--- src/rtl/vga_pkg.sv ---
// vga_pkg: shared definitions for the VGA display path.
//   - 640x480@60 default timing (pixels / lines) and derived totals
//   - counter width used for h/v counters and addresses
//   - RGB444 field positions inside the 12-bit memory word and a packed pixel type
package vga_pkg;

  localparam int VGA_H_ACTIVE = 640;
  localparam int VGA_H_FP     = 16;
  localparam int VGA_H_SYNC   = 96;
  localparam int VGA_H_BP     = 48;
  localparam int VGA_H_TOTAL  = VGA_H_ACTIVE + VGA_H_FP + VGA_H_SYNC + VGA_H_BP;

  localparam int VGA_V_ACTIVE = 480;
  localparam int VGA_V_FP     = 10;
  localparam int VGA_V_SYNC   = 2;
  localparam int VGA_V_BP     = 33;
  localparam int VGA_V_TOTAL  = VGA_V_ACTIVE + VGA_V_FP + VGA_V_SYNC + VGA_V_BP;

  localparam int CNT_W = 10;

  // RGB444 word layout: {R[11:8], G[7:4], B[3:0]}
  localparam int RGB_W = 12;
  localparam int R_HI  = 11;
  localparam int R_LO  = 8;
  localparam int G_HI  = 7;
  localparam int G_LO  = 4;
  localparam int B_HI  = 3;
  localparam int B_LO  = 0;

  typedef struct packed {
    logic [3:0] r;
    logic [3:0] g;
    logic [3:0] b;
  } rgb444_t;

endpackage

--- src/rtl/vga_counter.sv ---
// vga_counter: wrap counter 0..TOTAL-1 with enable and carry-out.
// Ports:
//   clkin  - clock
//   rst    - synchronous active-high reset, clears the count
//   en     - count enable; count holds when low
//   cnt    - current count
//   carry  - high while en is high and cnt is at TOTAL-1 (the count wraps on
//            this edge); used to enable the next counter in a chain
module vga_counter
  import vga_pkg::*;
#(
  parameter int TOTAL = VGA_H_TOTAL,
  parameter int W     = CNT_W
) (
  input  logic         clkin,
  input  logic         rst,
  input  logic         en,
  output logic [W-1:0] cnt,
  output logic         carry
);

  localparam logic [W-1:0] LAST = W'(TOTAL - 1);

  assign carry = en && (cnt == LAST);

  always_ff @(posedge clkin) begin
    if (rst) begin
      cnt <= '0;
    end else if (en) begin
      cnt <= carry ? '0 : cnt + W'(1);
    end
  end

endmodule

--- src/rtl/vga_ctrl.sv ---
// vga_ctrl: VGA timing generator and registered pixel output stage.
// Ports:
//   clkin      - system clock (only clock)
//   rst        - synchronous active-high reset
//   clken      - pixel-rate enable; everything advances only when high
//   vga_data   - RGB444 from video memory for the current address (same cycle)
//   h_addr     - current pixel column (counter value, keeps counting in blanking)
//   v_addr     - current line (counter value, keeps counting in blanking)
//   hsync      - horizontal sync, active-low, one pixel behind the address
//   vsync      - vertical sync, active-low, one pixel behind the address
//   valid      - registered RGB belongs to the visible area
//   vga_r/g/b  - registered colour, forced to 0 outside the visible area
//   frame_tick - one clkin pulse after the edge that wraps the frame
module vga_ctrl
  import vga_pkg::*;
#(
  parameter int H_ACTIVE = VGA_H_ACTIVE,
  parameter int H_FP     = VGA_H_FP,
  parameter int H_SYNC   = VGA_H_SYNC,
  parameter int H_BP     = VGA_H_BP,
  parameter int V_ACTIVE = VGA_V_ACTIVE,
  parameter int V_FP     = VGA_V_FP,
  parameter int V_SYNC   = VGA_V_SYNC,
  parameter int V_BP     = VGA_V_BP
) (
  input  logic             clkin,
  input  logic             rst,
  input  logic             clken,
  input  logic [RGB_W-1:0] vga_data,
  output logic [CNT_W-1:0] h_addr,
  output logic [CNT_W-1:0] v_addr,
  output logic             hsync,
  output logic             vsync,
  output logic             valid,
  output logic [3:0]       vga_r,
  output logic [3:0]       vga_g,
  output logic [3:0]       vga_b,
  output logic             frame_tick
);

  localparam int H_TOTAL = H_ACTIVE + H_FP + H_SYNC + H_BP;
  localparam int V_TOTAL = V_ACTIVE + V_FP + V_SYNC + V_BP;

  localparam logic [CNT_W-1:0] H_VIS_END = CNT_W'(H_ACTIVE);
  localparam logic [CNT_W-1:0] V_VIS_END = CNT_W'(V_ACTIVE);
  localparam logic [CNT_W-1:0] H_SYNC_LO = CNT_W'(H_ACTIVE + H_FP);
  localparam logic [CNT_W-1:0] H_SYNC_HI = CNT_W'(H_ACTIVE + H_FP + H_SYNC - 1);
  localparam logic [CNT_W-1:0] V_SYNC_LO = CNT_W'(V_ACTIVE + V_FP);
  localparam logic [CNT_W-1:0] V_SYNC_HI = CNT_W'(V_ACTIVE + V_FP + V_SYNC - 1);

  function automatic logic in_span(input logic [CNT_W-1:0] c, lo, hi);
    return (c >= lo) && (c <= hi);
  endfunction

  logic [CNT_W-1:0] h_cnt_p0;
  logic [CNT_W-1:0] v_cnt_p0;
  logic             h_wrap;
  logic             v_wrap;
  logic             vis_p0;

  logic             hsync_p1;
  logic             vsync_p1;
  logic             vld_p1;
  rgb444_t          rgb_p1;
  logic             frame_tick_p1;

  // ---- stage p0: h/v position counters; addresses come straight from here
  vga_counter #(.TOTAL(H_TOTAL), .W(CNT_W)) u_hcnt (
    .clkin (clkin),
    .rst   (rst),
    .en    (clken),
    .cnt   (h_cnt_p0),
    .carry (h_wrap)
  );

  // The vertical counter advances only on the edge that wraps the line.
  vga_counter #(.TOTAL(V_TOTAL), .W(CNT_W)) u_vcnt (
    .clkin (clkin),
    .rst   (rst),
    .en    (h_wrap),
    .cnt   (v_cnt_p0),
    .carry (v_wrap)
  );

  assign h_addr = h_cnt_p0;
  assign v_addr = v_cnt_p0;
  assign vis_p0 = (h_cnt_p0 < H_VIS_END) && (v_cnt_p0 < V_VIS_END);

  // ---- stage p1: sync, valid and colour for the address presented in p0
  always_ff @(posedge clkin) begin
    if (rst) begin
      hsync_p1      <= 1'b1;
      vsync_p1      <= 1'b1;
      vld_p1        <= 1'b0;
      rgb_p1        <= '0;
      frame_tick_p1 <= 1'b0;
    end else begin
      // v_wrap already implies clken, so the tick never fires on idle cycles.
      frame_tick_p1 <= v_wrap;
      if (clken) begin
        hsync_p1 <= !in_span(h_cnt_p0, H_SYNC_LO, H_SYNC_HI);
        vsync_p1 <= !in_span(v_cnt_p0, V_SYNC_LO, V_SYNC_HI);
        vld_p1   <= vis_p0;
        if (vis_p0) begin
          rgb_p1 <= '{r: vga_data[R_HI:R_LO], g: vga_data[G_HI:G_LO], b: vga_data[B_HI:B_LO]};
        end else begin
          rgb_p1 <= '0;
        end
      end
    end
  end

  assign hsync      = hsync_p1;
  assign vsync      = vsync_p1;
  assign valid      = vld_p1;
  assign vga_r      = rgb_p1.r;
  assign vga_g      = rgb_p1.g;
  assign vga_b      = rgb_p1.b;
  assign frame_tick = frame_tick_p1;

endmodule

--- config.mk ---
export PLATFORM = sky130hd
export DESIGN_NAME = vga_ctrl
export DESIGN_NICKNAME = d
export VERILOG_FILES = /design/src/rtl/vga_pkg.sv /design/src/rtl/vga_counter.sv /design/src/rtl/vga_ctrl.sv
export SDC_FILE = /design/constraint.sdc
export NUM_CORES = 1
export LEC_CHECK = 0
export CAP_MARGIN = 20
export CORE_ASPECT_RATIO = 1.5
export CORE_UTILIZATION = 23
export DETAILED_ROUTE_END_ITERATION = 6
export HOLD_SLACK_MARGIN = 0.08
export PLACE_DENSITY = 0.47
export SYNTH_ARGS = -nofsm -noshare
export SYNTH_HDL_FRONTEND = slang
export SYNTH_SLANG_ARGS = --single-unit
--- constraint.sdc ---
create_clock -name clkin -period 2.1 [get_ports clkin]
set_input_delay 0.21 -clock clkin [delete_from_list [all_inputs] [get_ports clkin]]
set_output_delay 0.21 -clock clkin [all_outputs]
set_load 0.05 [all_outputs]
**Word-level counts from Yosys, hierarchy flattened**

Cells that the tools add are included.
Widths: inputs -> output; s select.

- Register bits after elaboration: 36
- Bits of input ports: 15
- Output and inout bits: 36
- Word-level logic and storage cells: 29

- Add/subtract/negate cells: 2
- Magnitude comparators: 6
- Equality and inequality tests: 2
- Mux-type cells: 3
- Reduce and logical (&&, ||, !) cells: 7

Operator list:

| kind | number |
|---|---|
| $add 10x1->10 const B | 2 |
| $eq 10x10->1 const B | 2 |
| $mux 10 | 2 |
| $mux 12 | 1 |
| $ge 10x10->1 const B | 1 |
| $ge 10x9->1 const B | 1 |
| $le 10x10->1 const B | 1 |
| $le 10x9->1 const B | 1 |
| $lt 10x10->1 const B | 1 |
| $lt 10x9->1 const B | 1 |
| $logic_and 1x1->1 | 5 |
| $logic_not 1->1 | 2 |

**Longest topological paths before layout**

Gate-level depths: netlist (run 1).

- Depth in word-level cells: 4
- Depth in mapped cells: 7

**By module**

Synthesis (run 1) repeated with hierarchy kept, for this count alone.

- Cell total of the unflattened synthesis: 160
- Area, all modules: 1599.0 sq um

Modules (own cells, without submodules):

| module | times used | cells each | area each (sq um) | sequential area each (sq um) |
|---|---|---|---|---|
| vga_ctrl | 1 | 48 | 589.3 | 320.3 |
| vga_counter at u_hcnt | 1 | 56 | 506.7 | 200.2 |
| vga_counter at u_vcnt | 1 | 56 | 503.0 | 200.2 |

**Least setup slack after synthesis (run 1)**

No wires, ideal clock.

- Path type: flip-flop to flip-flop
- From: register u_hcnt.cnt[1]
- To: register u_vcnt.cnt[9]
- Library setup time: 0.133 ns
- Arrival: 2.030 ns
- Path slack: -0.063 ns
- Cell stages (with the launch flop): 8
- Buffers on the path: 2
- Period minus slack after synthesis: 2.163 ns
- Cell sequence: dfxtp_1 -> ha_1 -> and4_1 -> buf_2 -> nand4_2 -> buf_2 -> o41ai_1 -> a21oi_1

- Word-level cells in the longest chain between the ends: 4

Ends and longest elaborated chain:

| element | RTL line | RTL |
|---|---|---|
| start: declaration | vga_counter.sv:18 | `output logic [W-1:0] cnt,` |
| start signal: assignment | vga_counter.sv:30 | `cnt <= carry ? '0 : cnt + W'(1);` |
| $eq 10x10->1 * | vga_counter.sv:24 | `assign carry = en && (cnt == LAST);` |
| $logic_and 1x1->1 * | vga_counter.sv:24 |  |
| $logic_and 1x1->1 | vga_counter.sv:24 |  |
| $mux 10 | vga_counter.sv:30 |  |
| end signal: assignment | vga_counter.sv:30 |  |
| end: declaration | vga_counter.sv:18 |  |

Every way passes the cells marked *; elsewhere a longest branch is shown, timed or not.
A chain may end at the register's enable or synchronous reset.

**Final worst setup path (run 1)**

- From: register u_hcnt.cnt[4]
- To: output port h_addr[4]

RTL lines:

| element | RTL line | RTL |
|---|---|---|
| end: declaration | vga_ctrl.sv:30 | `output logic [CNT_W-1:0] h_addr,` |

No word-level cell between the ends.

==> qor.yml, run 1 <==
run_status: "complete, no violations"
fin_ws_ps: 170
yosys_warnings: 0
endpoint_kind: "output pin"
antenna-diode-count: 0
critPathSlowestCell: "sky130_fd_sc_hd__clkdlybuf4s50_1"
final_total_negative_setup_slack_ps: 0
path_class: "reg2out"
placement.setup.worst_slack_ps: 139
dr.first_iter.drc_count: 44
dp_hpwl_mm: 3.07
design.die.area_um2: 7230
cts_tree: "built"
maxCapViolations: 0
synth_top_area_cell: "sky130_fd_sc_hd__dfxtp_1"
netlist_area_um2: 1580
synth.yosys.seq_area_share_pct: 45.5
clock_sinks: 36
async_reset_ff_share_pct: 0
layout-area-overhead-vs-synth_pct: 45.8
startpoint_type_of_the_worst_setup_path: "flop"
dr.pass1.iters: 4
cts.repair_timing.setup_buffer_count: 0
synth_cell_types: 35
synthesis.nets: 197
antenna_violations_before_repair: 0
synth-edff-count: 0
worstHoldPathType: "reg2reg"
cts_buffer_depth: 2
global_route.overflow_total: 0
powerDensity_nw_per_um2: 641
area_of_the_placeable_core_um2: 6580
wirelength_mm: 4.28
clkPwrFrac_pct: 40.3
data_arrival_time_of_the_critical_path_ps: 1720
post_route_hold_slack_ps: 498
top_level_pins: 51
yosysMostFrequentCell: "sky130_fd_sc_hd__dfxtp_1"
detailed_route_vias_per_instance: 4.79
cts.root.buffer_cell: "sky130_fd_sc_hd__clkbuf_8"
finalCritPeriodShare_pct: 91.9
floorplan.initialDensity_pct: 24.1
die_width_um: 69.8
drive_gt1_share_pct: 9.36
cpPeakStageDelay_ps: 880
min_period_ps: 1930
path_delay_family: "buffers and inverters"
ant_nets: 0
worst_skew_pair.late_latency_ps: 280
grt_max_degree: 17
cts_buffers: 5
postSynthCellCount: 178
flip_flop_and_latch_count_after_synthesis: 36
internal_power_mw: 1.12
track_usage_pct: 12.3
post-synth-top-area-fraction_pct: 45.5
synth.top_cells.by_count: "36 x sky130_fd_sc_hd__dfxtp_1, 23 x sky130_fd_sc_hd__nor2_1, 12 x sky130_fd_sc_hd__a21oi_1, 12 x sky130_fd_sc_hd__a22oi_1, 11 x sky130_fd_sc_hd__nand2_1"
power_leakage_nw: 0.815
critical_path_required_ps: 1890
critical_path.n_buffers_inverters: 1
total_power_mw: 1.48
vias: 1490
power.switching_fraction_pct: 24.1
cts_hold_repair.buffers: 0
die_h_um: 104
cell_types_with_the_largest_area_share_after_synthesis: "sky130_fd_sc_hd__dfxtp_1 45%, sky130_fd_sc_hd__a22oi_1 5.7%, sky130_fd_sc_hd__nor2_1 5.5%"
first_pass_grt_wire_length_mm: 7.11
h-tree-depth: 2
critical_path_cell_list: "clkdlybuf4s50_1"
maximum_clock_frequency_mhz: 518
netsw_mw: 0.357
slew_viol_final: 0
postCtsResizedCells: 0
stdcell_count: 311
portBuffers: 50
sequentialPowerShare_pct: 48.0
clkSlewWorstSetupHoldPaths_ps: 70
ys.flop_type: "sky130_fd_sc_hd__dfxtp_1"
rrSetupSlack_ps: 230
timing.final.setup_violations: 0
hold_viol: 0
drt_drc_violations_left: 0
avgRoutedWirePerCell_um: 13.7
timing.critical_path.fanout_max: 10
gp_congestion: 0.747
final.setup_skew_ps: 2.59
numPlacedInstances: 303
first_global_vias: 1412
max-vdd-ir-drop_uv: 299
num-nets-final: 253
grt_setup_unrepaired: "false"
placementRows: 36
tightestPinTransition_ps: 520
comb_power_share_pct: 11.7
postSynthAreaPerCell_um2: 8.90
slew-limit-headroom_pct: 65.3
## per-layer routing
layer	up-vias	GRT usage, %	part of all wire [%]	wire length (um)
li1	752	-	-	-
met1	700	14.8	44	1900
met2	33	20.6	49	2110
met3	5	3.21	4.6	195
met4	0	4.71	1.7	71
met5	-	0	0	0
## power groups by stage
stage	Sequential [mW]	Clock [mW]	Combinational (mW)
after floorplan	0.783	0	0.0425
after global placement	0.726	0	0.176
after detailed placement	0.726	0	0.177
after CTS	0.710	0.620	0.177
after global routing	0.712	0.653	0.186
final	0.710	0.597	0.174
## cell type report
cell class,count,area [um^2]
Fill cell,702,4270
Multi-Input combinational cell,123,778
Sequential cell,36,723
Timing Repair Buffer,60,576
Tap cell,76,95.1
Clock buffer,6,72.6
Clock inverter,2,35.0
Inverter,8,30.0
## final timing paths
check	endpoint	depth (start not counted)	from
hold reg to reg	hsync$_SDFFE_PP1P_	2	hsync$_SDFFE_PP1P_
hold / removal	hsync$_SDFFE_PP1P_	2	hsync$_SDFFE_PP1P_
setup / recovery	h_addr[4]	1	u_hcnt.cnt[4]$_SDFFE_PP0P_
setup reg to reg	u_vcnt.cnt[5]$_SDFFE_PP0N_	4	u_hcnt.cnt[8]$_SDFFE_PP0P_
## flip-flops by register name, indices dropped and copies added (netlist names)
| register | flops |
|---|---|
| vga_r | 4 |
| vsync | 1 |
| hsync | 1 |
| valid | 1 |
| u_vcnt.cnt | 10 |
| frame_tick | 1 |
| vga_b | 4 |
| vga_g | 4 |
| u_hcnt.cnt | 10 |
## logic make-up after synthesis
logic type                 share of synthesized area, %
adders and majority gates                          3.16
AOI/OAI and AO/OA                                  14.9
and+or+nand+nor                                    25.5
DFF                                                45.5
muxes                                             0.632
xor gates and xnor gates                           4.98
buffers and inverters                              5.37
## cell usage in the layout, fill, tap and decap left out, drive strengths merged, types with 4 or more instances in the layout
cell and count:
a21oi 12, a22oi 12, buf 10, clkbuf 6, clkdlybuf4s50 50, dfxtp 36
ha 4, inv 8, nand2 11, nand3 5, nand4 8, nor2 23
nor3 9, o21ai 5, xnor2 5, xor2 4
## stage by stage
step | util (%) | area [um^2]
final | 35.1 | 2310
after global routing | 35.1 | 2310
after CTS | 35.1 | 2310
after detailed placement | 33.5 | 2200
after global placement | 33.5 | 2200
after floorplan | - | 1590
Power figures use the tool's default switching activity.
==> run 2, diff against run 1 <==
--- a/config.mk
+++ b/config.mk
@@ -8,9 +8,11 @@
 export CAP_MARGIN = 20
 export CORE_ASPECT_RATIO = 1.5
 export CORE_UTILIZATION = 23
+export CTS_CLUSTER_SIZE = 8
 export DETAILED_ROUTE_END_ITERATION = 6
 export HOLD_SLACK_MARGIN = 0.08
 export PLACE_DENSITY = 0.47
+export SLEW_MARGIN = 20
 export SYNTH_ARGS = -nofsm -noshare
 export SYNTH_HDL_FRONTEND = slang
 export SYNTH_SLANG_ARGS = --single-unit
==> results of run 2 <==
Final layout, timing and power as in run 1 (identical DEF).
==> run 3, diff against run 2 <==
--- a/config.mk
+++ b/config.mk
@@ -5,13 +5,14 @@
 export SDC_FILE = /design/constraint.sdc
 export NUM_CORES = 1
 export LEC_CHECK = 0
+export ABC_AREA = 1
 export CAP_MARGIN = 20
 export CORE_ASPECT_RATIO = 1.5
 export CORE_UTILIZATION = 23
 export CTS_CLUSTER_SIZE = 8
 export DETAILED_ROUTE_END_ITERATION = 6
 export HOLD_SLACK_MARGIN = 0.08
-export PLACE_DENSITY = 0.47
+export PLACE_DENSITY = 0.46
 export SLEW_MARGIN = 20
 export SYNTH_ARGS = -nofsm -noshare
 export SYNTH_HDL_FRONTEND = slang
==> run 3 against run 2 <==
Compared with the run above: routed wire length increased by 20%; utilization decreased by 1.1 points; cell count increased by 32%; via count increased by 18%; synthesized cell count increased by 44%; largest power group unchanged; first-iteration DRC count increased by 93%; highest routed layer unchanged; global-route usage increased by 1.3 points; synthesized area increased by 12%.
==> qor.yml, run 3 <==
run_status: "complete, no violations"
cts_tree: "built"
cts.root.buffer_cell: "sky130_fd_sc_hd__clkbuf_8"
postSynthCellCount: 257
critical_path.n_buffers_inverters: 1
min_period_ps: 1830
timing.final.setup_violations: 0
worstHoldPathType: "reg2reg"
area_of_the_placeable_core_um2: 7320
design.die.area_um2: 8050
ys.flop_type: "sky130_fd_sc_hd__dfxtp_1"
final_total_negative_setup_slack_ps: 0
maximum_clock_frequency_mhz: 546
detailed_route_vias_per_instance: 4.26
path_class: "reg2out"
placementRows: 38
synth.top_cells.by_count: "70 x sky130_fd_sc_hd__nand2_1, 36 x sky130_fd_sc_hd__dfxtp_1, 34 x sky130_fd_sc_hd__nor2_1, 27 x sky130_fd_sc_hd__nand3_1, 24 x sky130_fd_sc_hd__inv_1"
antenna-diode-count: 0
path_delay_family: "buffers and inverters"
synthesis.nets: 276
power_leakage_nw: 1.00
yosys_warnings: 0
final_common_cell: "sky130_fd_sc_hd__nand2_1"
data_arrival_time_of_the_critical_path_ps: 1620
top_level_pins: 51
global_route.overflow_total: 0
vias: 1757
wirelength_mm: 5.12
tightestPinTransition_ps: 521
fin_ws_ps: 268
n_fill_cell: 849
critical_path_required_ps: 1890
cts_buffer_depth: 2
portBuffers: 50
synth_cell_types: 24
ant_nets: 0
max-vdd-ir-drop_uv: 235
clock_sinks: 36
timing.critical_path.fanout_max: 5
cts_hold_repair.buffers: 0
stdcell_count: 412
cell_types_with_the_largest_area_share_after_synthesis: "sky130_fd_sc_hd__dfxtp_1 41%, sky130_fd_sc_hd__nand2_1 15%, sky130_fd_sc_hd__nand3_1 7.6%"
dr.pass1.iters: 4
powerDensity_nw_per_um2: 610
floorplan.initialDensity_pct: 24.2
h-tree-depth: 2
die_h_um: 109
antenna_violations_before_repair: 0
clkSlewWorstSetupHoldPaths_ps: 80
final_area_um2: 2490
layout.cells.most_common_list: "70 x sky130_fd_sc_hd__nand2_1, 50 x sky130_fd_sc_hd__clkdlybuf4s50_1, 36 x sky130_fd_sc_hd__dfxtp_1, 34 x sky130_fd_sc_hd__nor2_1, 27 x sky130_fd_sc_hd__nand3_1"
track_usage_pct: 13.6
largest_registers: "u_hcnt.cnt x10, u_vcnt.cnt x10"
synth-edff-count: 0
startpoint_type_of_the_worst_setup_path: "flop"
async_reset_ff_share_pct: 0
netlist_area_um2: 1770
dp_hpwl_mm: 3.87
placement.setup.worst_slack_ps: 228
synth.yosys.seq_area_share_pct: 40.7
drive_gt1_share_pct: 8.01
cts_buffers: 5
cts.repair_timing.setup_buffer_count: 0
die_width_um: 73.6
first_pass_grt_wire_length_mm: 8.20
first_global_vias: 1730
gp_congestion: 0.789
synth_top_area_cell: "sky130_fd_sc_hd__dfxtp_1"
postPlaceCellArea_um2: 2380
maxCapViolations: 0
finalCritPeriodShare_pct: 87.2
flip_flop_and_latch_count_after_synthesis: 36
slew-limit-headroom_pct: 65.1
grt_max_degree: 24
grt_setup_unrepaired: "false"
endpoint_kind: "output pin"
slew_viol_final: 0
postSynthAreaPerCell_um2: 6.88
final.setup_skew_ps: 8.27
post-synth-top-area-fraction_pct: 40.7
cpPeakStageDelay_ps: 860
postCtsResizedCells: 0
num-nets-final: 330
drt_drc_violations_left: 0
critical_path_cell_list: "clkdlybuf4s50_1"
yosysMostFrequentCell: "sky130_fd_sc_hd__nand2_1"
avgRoutedWirePerCell_um: 12.4
numPlacedInstances: 404
dr.first_iter.drc_count: 85
hold_viol: 0
critPathSlowestCell: "sky130_fd_sc_hd__clkdlybuf4s50_1"
worst_skew_pair.late_latency_ps: 290
layout-area-overhead-vs-synth_pct: 40.9
run 3: cell type report:
class	count	area (um^2)	share of cell area, %
clock inverters	3	42.5	1.71
clock buffers	5	68.8	2.76
well taps	100	125	5.02
inverters	28	108	4.32
flip-flops and latches	36	721	28.9
multi-input cells	186	897	36.0
repair buffers	54	531	21.3
run 3: path summary, 6_finish.rpt:
| path | startpoint | to | slack [ps] | depth (start not counted) |
|---|---|---|---|---|
| setup / recovery | u_hcnt.cnt[7]$_SDFFE_PP0P_ | h_addr[7] | 270 | 1 |
| hold / removal | vga_b[0]$_SDFFE_PP0P_ | vga_b[0]$_SDFFE_PP0P_ | 470 | 2 |
| setup reg to reg | u_hcnt.cnt[0]$_SDFFE_PP0P_ | u_vcnt.cnt[5]$_SDFFE_PP0N_ | 520 | 7 |
| hold reg to reg | vga_b[0]$_SDFFE_PP0P_ | vga_b[0]$_SDFFE_PP0P_ | 470 | 2 |
run 3: routing by layer:
metal | share of wire (%) | global-route usage (%) | up-vias
li1 | - | - | 926
met1 | 41 | 14.1 | 792
met2 | 54 | 26.5 | 34
met3 | 3.7 | 2.84 | 5
met4 | 1.3 | 4.12 | 0
met5 | 0 | 0 | -
run 3: power breakdown:
group / leakage (nW) / internal [mW] / switching (mW)
Combinational: 0.654 / 0.0734 / 0.117
Clock: 0.0541 / 0.351 / 0.267
Sequential: 0.293 / 0.700 / 0.0109
Total: 1.00 / 1.13 / 0.394
run 3: logic make-up (layout without fill, tap and decap cells):
group	after synthesis	count (layout)	synth area share (%)
simple gates	148	148	37.1
flops	36	36	40.7
buf+inv	35	90	8.56
compound gates	31	31	9.34
fa+ha+maj	4	4	2.83
xor+xnor	3	3	1.49
run 3: stage by stage:
step	hold WS [ps]	util [%]	power, mW
after floorplan	306	-	0.843
after global placement	453	32.5	0.920
after detailed placement	457	32.5	0.920
after CTS	468	34.0	1.54
after global routing	480	34.0	1.58
final	467	34.0	1.52
==> edit 1: new RTL, config.mk and constraints of run 3 <==
Make the reset (`rst`) asynchronous in 2 clocked blocks. Comments in the files are not updated.
--- a/src/rtl/vga_counter.sv
+++ b/src/rtl/vga_counter.sv
@@ -25,3 +25,3 @@
 
-  always_ff @(posedge clkin) begin
+  always_ff @(posedge clkin or posedge rst) begin
     if (rst) begin
--- a/src/rtl/vga_ctrl.sv
+++ b/src/rtl/vga_ctrl.sv
@@ -89,3 +89,3 @@
   // ---- stage p1: sync, valid and colour for the address presented in p0
-  always_ff @(posedge clkin) begin
+  always_ff @(posedge clkin or posedge rst) begin
     if (rst) begin
Formal check against the unedited RTL: differs if rst is asserted again (counterexample within 4 cycles, from zero or initial values and one cycle with rst high); with rst held inactive, the same outputs for 10 cycles.
==> edit 1 against run 3 <==
- global-route usage is 0.88 points lower
- final area rose by 6.4%
- via count decreased by 1.0%
- non-clock buffer count stayed put
- clock skew shrank 6.5 ps
- setup slack got worse by 17 ps
- die area is 7.2% higher
- sequential cell count is the same
- routed wire length is 0.72% higher
- utilization is 0.91 points lower
- area after synthesis is 7.4% higher
- critical endpoint is now h_addr[4]
- first-iteration DRC count grew 7.1%
Power is not compared: it rests on default switching activity, and its combinational part moved more than twofold at a synthesized area within 25%.
==> edit 1: results (changes against run 3) <==
- Outcome: complete, no violations (unchanged)
- Transition time of the tightest slew-check pin: 521 ps (about the same)
- Routed wirelength normalized by instance count: 12.8 um (was 12.4 um)
- Worst Skew: 1.78 ps (was 8.27 ps)
- Met2 global-route usage: 0.232 (was 0.265)
- Standard cell area after detailed placement: 2520 um2 (was 2380 um2)
- Number of different library cells in the post-synthesis netlist: 27 (was 24)
- Vias after detailed routing: 1739 (was 1757)
- Maximum number of pins on one net before global-route repair: 37 (was 24)
- Fraction of final layout cells with drive strength greater than 1: 0.0602 (was 0.0801)
- Via count of the first global-routing pass: 1699 (was 1730)
- First-pass GRT wire length: 8530 um (was 8200 um)
- Weighted congestion at the end of routability-driven global placement: 0.808 (was 0.789)
- Number of search-and-repair iterations in the first detailed-routing pass: 5 (was 4)
- Launch point of the worst reg-to-reg path: u_hcnt.cnt[0] (unchanged)
- Clock latency at the later pin of the worst-skew pair: 270 ps (was 290 ps)
- DRC marker count from the first detailed-route iteration: 91 (was 85)
- Main area contributors after synthesis: dfrtp_1 (45%), nand2_1 (11%), inv_1 (7.7%) (was dfxtp_1 (41%), nand2_1 (15%), nand3_1 (7.6%))
- Crit-path max FO: 7 (was 5)
- Cell count after placement: 397 (was 404)
- Total routed wirelength: 5150 um (was 5120 um)
- Synth async-reset ratio: 1.00 (was 0)
- Post-synthesis sequential area ratio: 0.476 (was 0.407)
- Synthesized area per cell: 7.82 um2 (was 6.88 um2)
- Met3 usage in global routing: 0.0242 (was 0.0284)
- Leading cell types by count after synthesis: nand2_1 (56), inv_1 (39), dfrtp_1 (34), o21ai_0 (23), nor2_1 (22) (was nand2_1 (70), dfxtp_1 (36), nor2_1 (34), nand3_1 (27), inv_1 (24))
- R2R setup slack: 490 ps (was 520 ps)
- Register clock-pin slew on the reported worst setup and hold paths: 50 ps (was 80 ps)
- Classification of the worst-slack hold path: in -> async (was reg -> reg)
- Final #Nets: 318 (was 330)
- Met1 Resource Use GR: 0.146 (was 0.141)
[edit 1: changes by cell type after synthesis, sizes merged, moves of 2 or more]
cell | run 3 | this run
nand4 | 4 | 8
dfrtp | 0 | 34
nand2 | 73 | 57
nor3 | 4 | 7
dfstp | 0 | 2
clkbuf | 3 | 0
dfxtp | 36 | 0
nand3 | 27 | 19
nor2 | 39 | 24
a21oi | 21 | 2
xor2 | 3 | 7
o21ai | 6 | 27
inv | 28 | 41
[edit 1: worst max path at each step]
stage | cells past startpoint | endpoint
after floorplan | 8 | u_vcnt.cnt[5]
after global placement | 5 | vga_g[2]
after detailed placement | 6 | u_hcnt.cnt[8]
after CTS | 1 | h_addr[4]
after global routing | 1 | h_addr[4]
final | 1 | h_addr[4]
[edit 1: metrics by stage]
stage / hold WS (ps) / setup WS (ps)
2_1_floorplan: 351 / 371
3_3_place_gp: 466 / 424
3_5_place_dp: 473 / 430
4_1_cts: 386 / 239
5_1_grt: 419 / 201
6_report: 358 / 251
[edit 1: layout make-up]
class,count,area [um2]
well taps,105,131
multi-input cells,160,796
clock buffers,6,129
inverters,42,158
repair buffers,54,531
flip-flops and latches,36,903
clock inverters,1,5.00
fillers,878,5360
[edit 1: layer usage]
layer,part of all wire,up-vias
met5,0,-
met4,0.015,0
met3,0.034,9
met2,0.52,37
met1,0.43,815
li1,-,878
[edit 1: cells by family after synthesis]
kind of cell | after synthesis | share of synthesized area
DFF | 36 | 0.476
AOI/OAI and AO/OA | 31 | 0.0837
xor gates and xnor gates | 8 | 0.0369
adders and majority gates | 4 | 0.0264
and+or+nand+nor | 117 | 0.272
buffers and inverters | 47 | 0.105
[edit 1: report_power, final]
group / switching (mW) / internal (mW)
combinational: 0.807 / 0.384
sequential: 0.195 / 0.838
clock: 0.264 / 0.431
==> edit 2: new RTL, flow settings as in run 3 <==
Without the edit above. Register the input `vga_data` before use, with the module's reset. The logic sees it one clock later. Comments in the files are not updated.
--- a/src/rtl/vga_ctrl.sv
+++ b/src/rtl/vga_ctrl.sv
@@ -49,2 +49,12 @@
   localparam logic [CNT_W-1:0] V_SYNC_HI = CNT_W'(V_ACTIVE + V_FP + V_SYNC - 1);
+
+  logic [RGB_W-1:0] vga_data_q;
+
+  always_ff @(posedge clkin) begin
+    if (rst) begin
+      vga_data_q <= '0;
+    end else begin
+      vga_data_q <= vga_data;
+    end
+  end
 
@@ -104,3 +114,3 @@
         if (vis_p0) begin
-          rgb_p1 <= '{r: vga_data[R_HI:R_LO], g: vga_data[G_HI:G_LO], b: vga_data[B_HI:B_LO]};
+          rgb_p1 <= '{r: vga_data_q[R_HI:R_LO], g: vga_data_q[G_HI:G_LO], b: vga_data_q[B_HI:B_LO]};
         end else begin
Check against the original RTL: not equivalent (Yosys sat finds a counterexample within 4 cycles, from zero or initial values and one cycle with rst high).
==> edit 2 against run 3 <==
- area after synthesis grew 28%
- clock skew shrank 1.9 ps
- count of clock-buffer cells in the layout increased by 1
- setup slack better by 8.0 ps
- total power increased by 26%
- synthesized cell count up 18%
- final area increased by 20%
- sequential cell count increased by 12
- routed wire length grew 11%
- highest routed layer unchanged
==> edit 2: results (changes against run 3) <==
- Outcome: complete, no violations (unchanged)
- DR vias/cell: 4.28 (was 4.26)
- Largest buffer count on any clock path: 2 (unchanged)
- DRC marker count from the first detailed-route iteration: 93 (was 85)
- Final #Nets: 372 (was 330)
- Classification of the worst-slack hold path: in -> reg (was reg -> reg)
- Synth async-reset ratio: 0 (unchanged)
- Cell count after placement: 458 (was 404)
- Maximum number of pins on one net before global-route repair: 27 (was 24)
- Crit-path max FO: 7 (was 5)
- Peak per-stage delay on the critical path: 860 ps (about the same)
- Worst path arrival time: 1610 ps
- Pre-CTS setup slack: 178 ps (was 228 ps)
- Weighted congestion at the end of routability-driven global placement: 0.756 (was 0.789)
- Fraction of final layout cells with drive strength greater than 1: 0.170 (was 0.0801)
- Number of search-and-repair iterations in the first detailed-routing pass: 4 (unchanged)
- Max Freq: 548 MHz (was 546 MHz)
- Port Buffer Count: 50 (unchanged)
- Transition time of the tightest slew-check pin: 594 ps (was 521 ps)
- Net Count, Synth: 321 (was 276)
- Post-synthesis sequential area ratio: 0.425 (was 0.407)
- Yosys warning total: 0 (unchanged)
- Worst Skew: 6.41 ps (was 8.27 ps)
- Main area contributors after synthesis: dfxtp_1 (43%), nand2_1 (11%), nor2_1 (6.3%) (was dfxtp_1 (41%), nand2_1 (15%), nand3_1 (7.6%))
- R2R setup slack: 570 ps (was 520 ps)
- Post-Layout Cell Count: 465 (was 412)
- Leakage power: 1.14 nW (was 1.00 nW)
- Clock latency at the later pin of the worst-skew pair: 290 ps (about the same)
- Worst IR drop on VDD: 0.372 mV (was 0.235 mV)
- Synthesized area per cell: 7.48 um2 (was 6.88 um2)
- Library cell used as clock root buffer: clkbuf_16 (was clkbuf_8)
- Total routed wirelength: 5680 um (was 5120 um)
- Top Registers: vga_data_q: 12 flops, u_hcnt.cnt: 10 flops, u_vcnt.cnt: 10 flops (was u_hcnt.cnt: 10 flops, u_vcnt.cnt: 10 flops)
- Number of H-tree levels: 2 (unchanged)
- Total track usage: 0.115 (was 0.136)
- Slowest stage cell on the critical path: clkdlybuf4s50_1 (unchanged)
- Standard cell area after detailed placement: 2850 um2 (was 2380 um2)
- Sum of met3 wire segment lengths after detailed routing: 226 um (was 189 um)
- Detailed-routing wirelength on met1: 2360 um (was 2070 um)
- Setup Fix Bufs, Post-CTS: 0 (unchanged)
- Half-perimeter wire length of the detailed placement result: 4250 um (was 3870 um)
- Tightest hold margin: 412 ps (was 467 ps)
- Via count of the first global-routing pass: 1899 (was 1730)
- Register clock-pin slew on the reported worst setup and hold paths: 60 ps (was 80 ps)
- Leading cell types by count after synthesis: nand2_1 (68), dfxtp_1 (48), nor2_1 (38), inv_1 (32), nand3_1 (20) (was nand2_1 (70), dfxtp_1 (36), nor2_1 (34), nand3_1 (27), inv_1 (24))
- Number of buffers created by CTS: 5 (unchanged)
- Number of different library cells in the post-synthesis netlist: 26 (was 24)
- Length of routed met2 wiring: 2990 um (was 2790 um)
- First-pass GRT wire length: 9090 um (was 8200 um)
-- edit 2: cell types whose count changed in the layout (fill, tap and decap cells not counted), moves of 4 or more --
cell       change
clkbuf_16      +5
a21oi_2        +9
dfxtp_1       +12
a21oi_1        -8
inv_2          +6
clkbuf_8       -5
inv_1          +8
nand3_1        -7
nand2_2        +7
nor2_4         +4
nand3_2       +11
nor2_1         +4
-- edit 2: worst reg2reg max path: stages (launching register included) --
cell,delay [ps]
dfxtp_1,420
ha_1,200
nand2_1,130
nor2_4,180
nand3_2,180
nor2_1,140
nor2_1,70
nand2_1,90
nor2_1,40
-- edit 2: worst paths after layout --
path / start / to / cells past startpoint
max reg2reg: u_hcnt.cnt[0] / u_vcnt.cnt[3] / 8
max: u_vcnt.cnt[5] / v_addr[5] / 1
min reg2reg: vga_data_q[10] / vga_r[2] / 2
min: rst / u_vcnt.cnt[5] / 2
-- edit 2: routing by layer --
| metal | vias to the layer above | global-route usage |
|---|---|---|
| met5 | - | 0 |
| met4 | 0 | 0.0485 |
| met3 | 7 | 0.0254 |
| met2 | 38 | 0.217 |
| met1 | 896 | 0.122 |
| li1 | 1051 | - |
-- edit 2: area by class of cell --
type	instances	area, um2
repair buffers	52	510
multi-input cells	205	1090
well taps	112	140
fillers	990	6430
clock inverters	1	5.00
inverters	41	154
flip-flops and latches	48	961
clock buffers	6	129
-- edit 2: kinds of logic (layout without fill, tap and decap cells) --
family,count (synthesis),in the layout,synth area share
flip-flops,48,48,0.425
AND/OR/NAND/NOR,168,168,0.370
buffers and inverters,49,100,0.0925
adder cells (fa/ha/maj),4,4,0.0222
AO/OA/AOI/OAI,33,33,0.0897
-- edit 2: where the power goes --
group | internal (mW) | leakage [nW] | total (mW) | switching (mW)
clock | 0.433 | 0.0667 | 0.770 | 0.337
combinational | 0.0726 | 0.683 | 0.191 | 0.119
sequential | 0.938 | 0.392 | 0.955 | 0.0171
total | 1.44 | 1.14 | 1.92 | 0.472
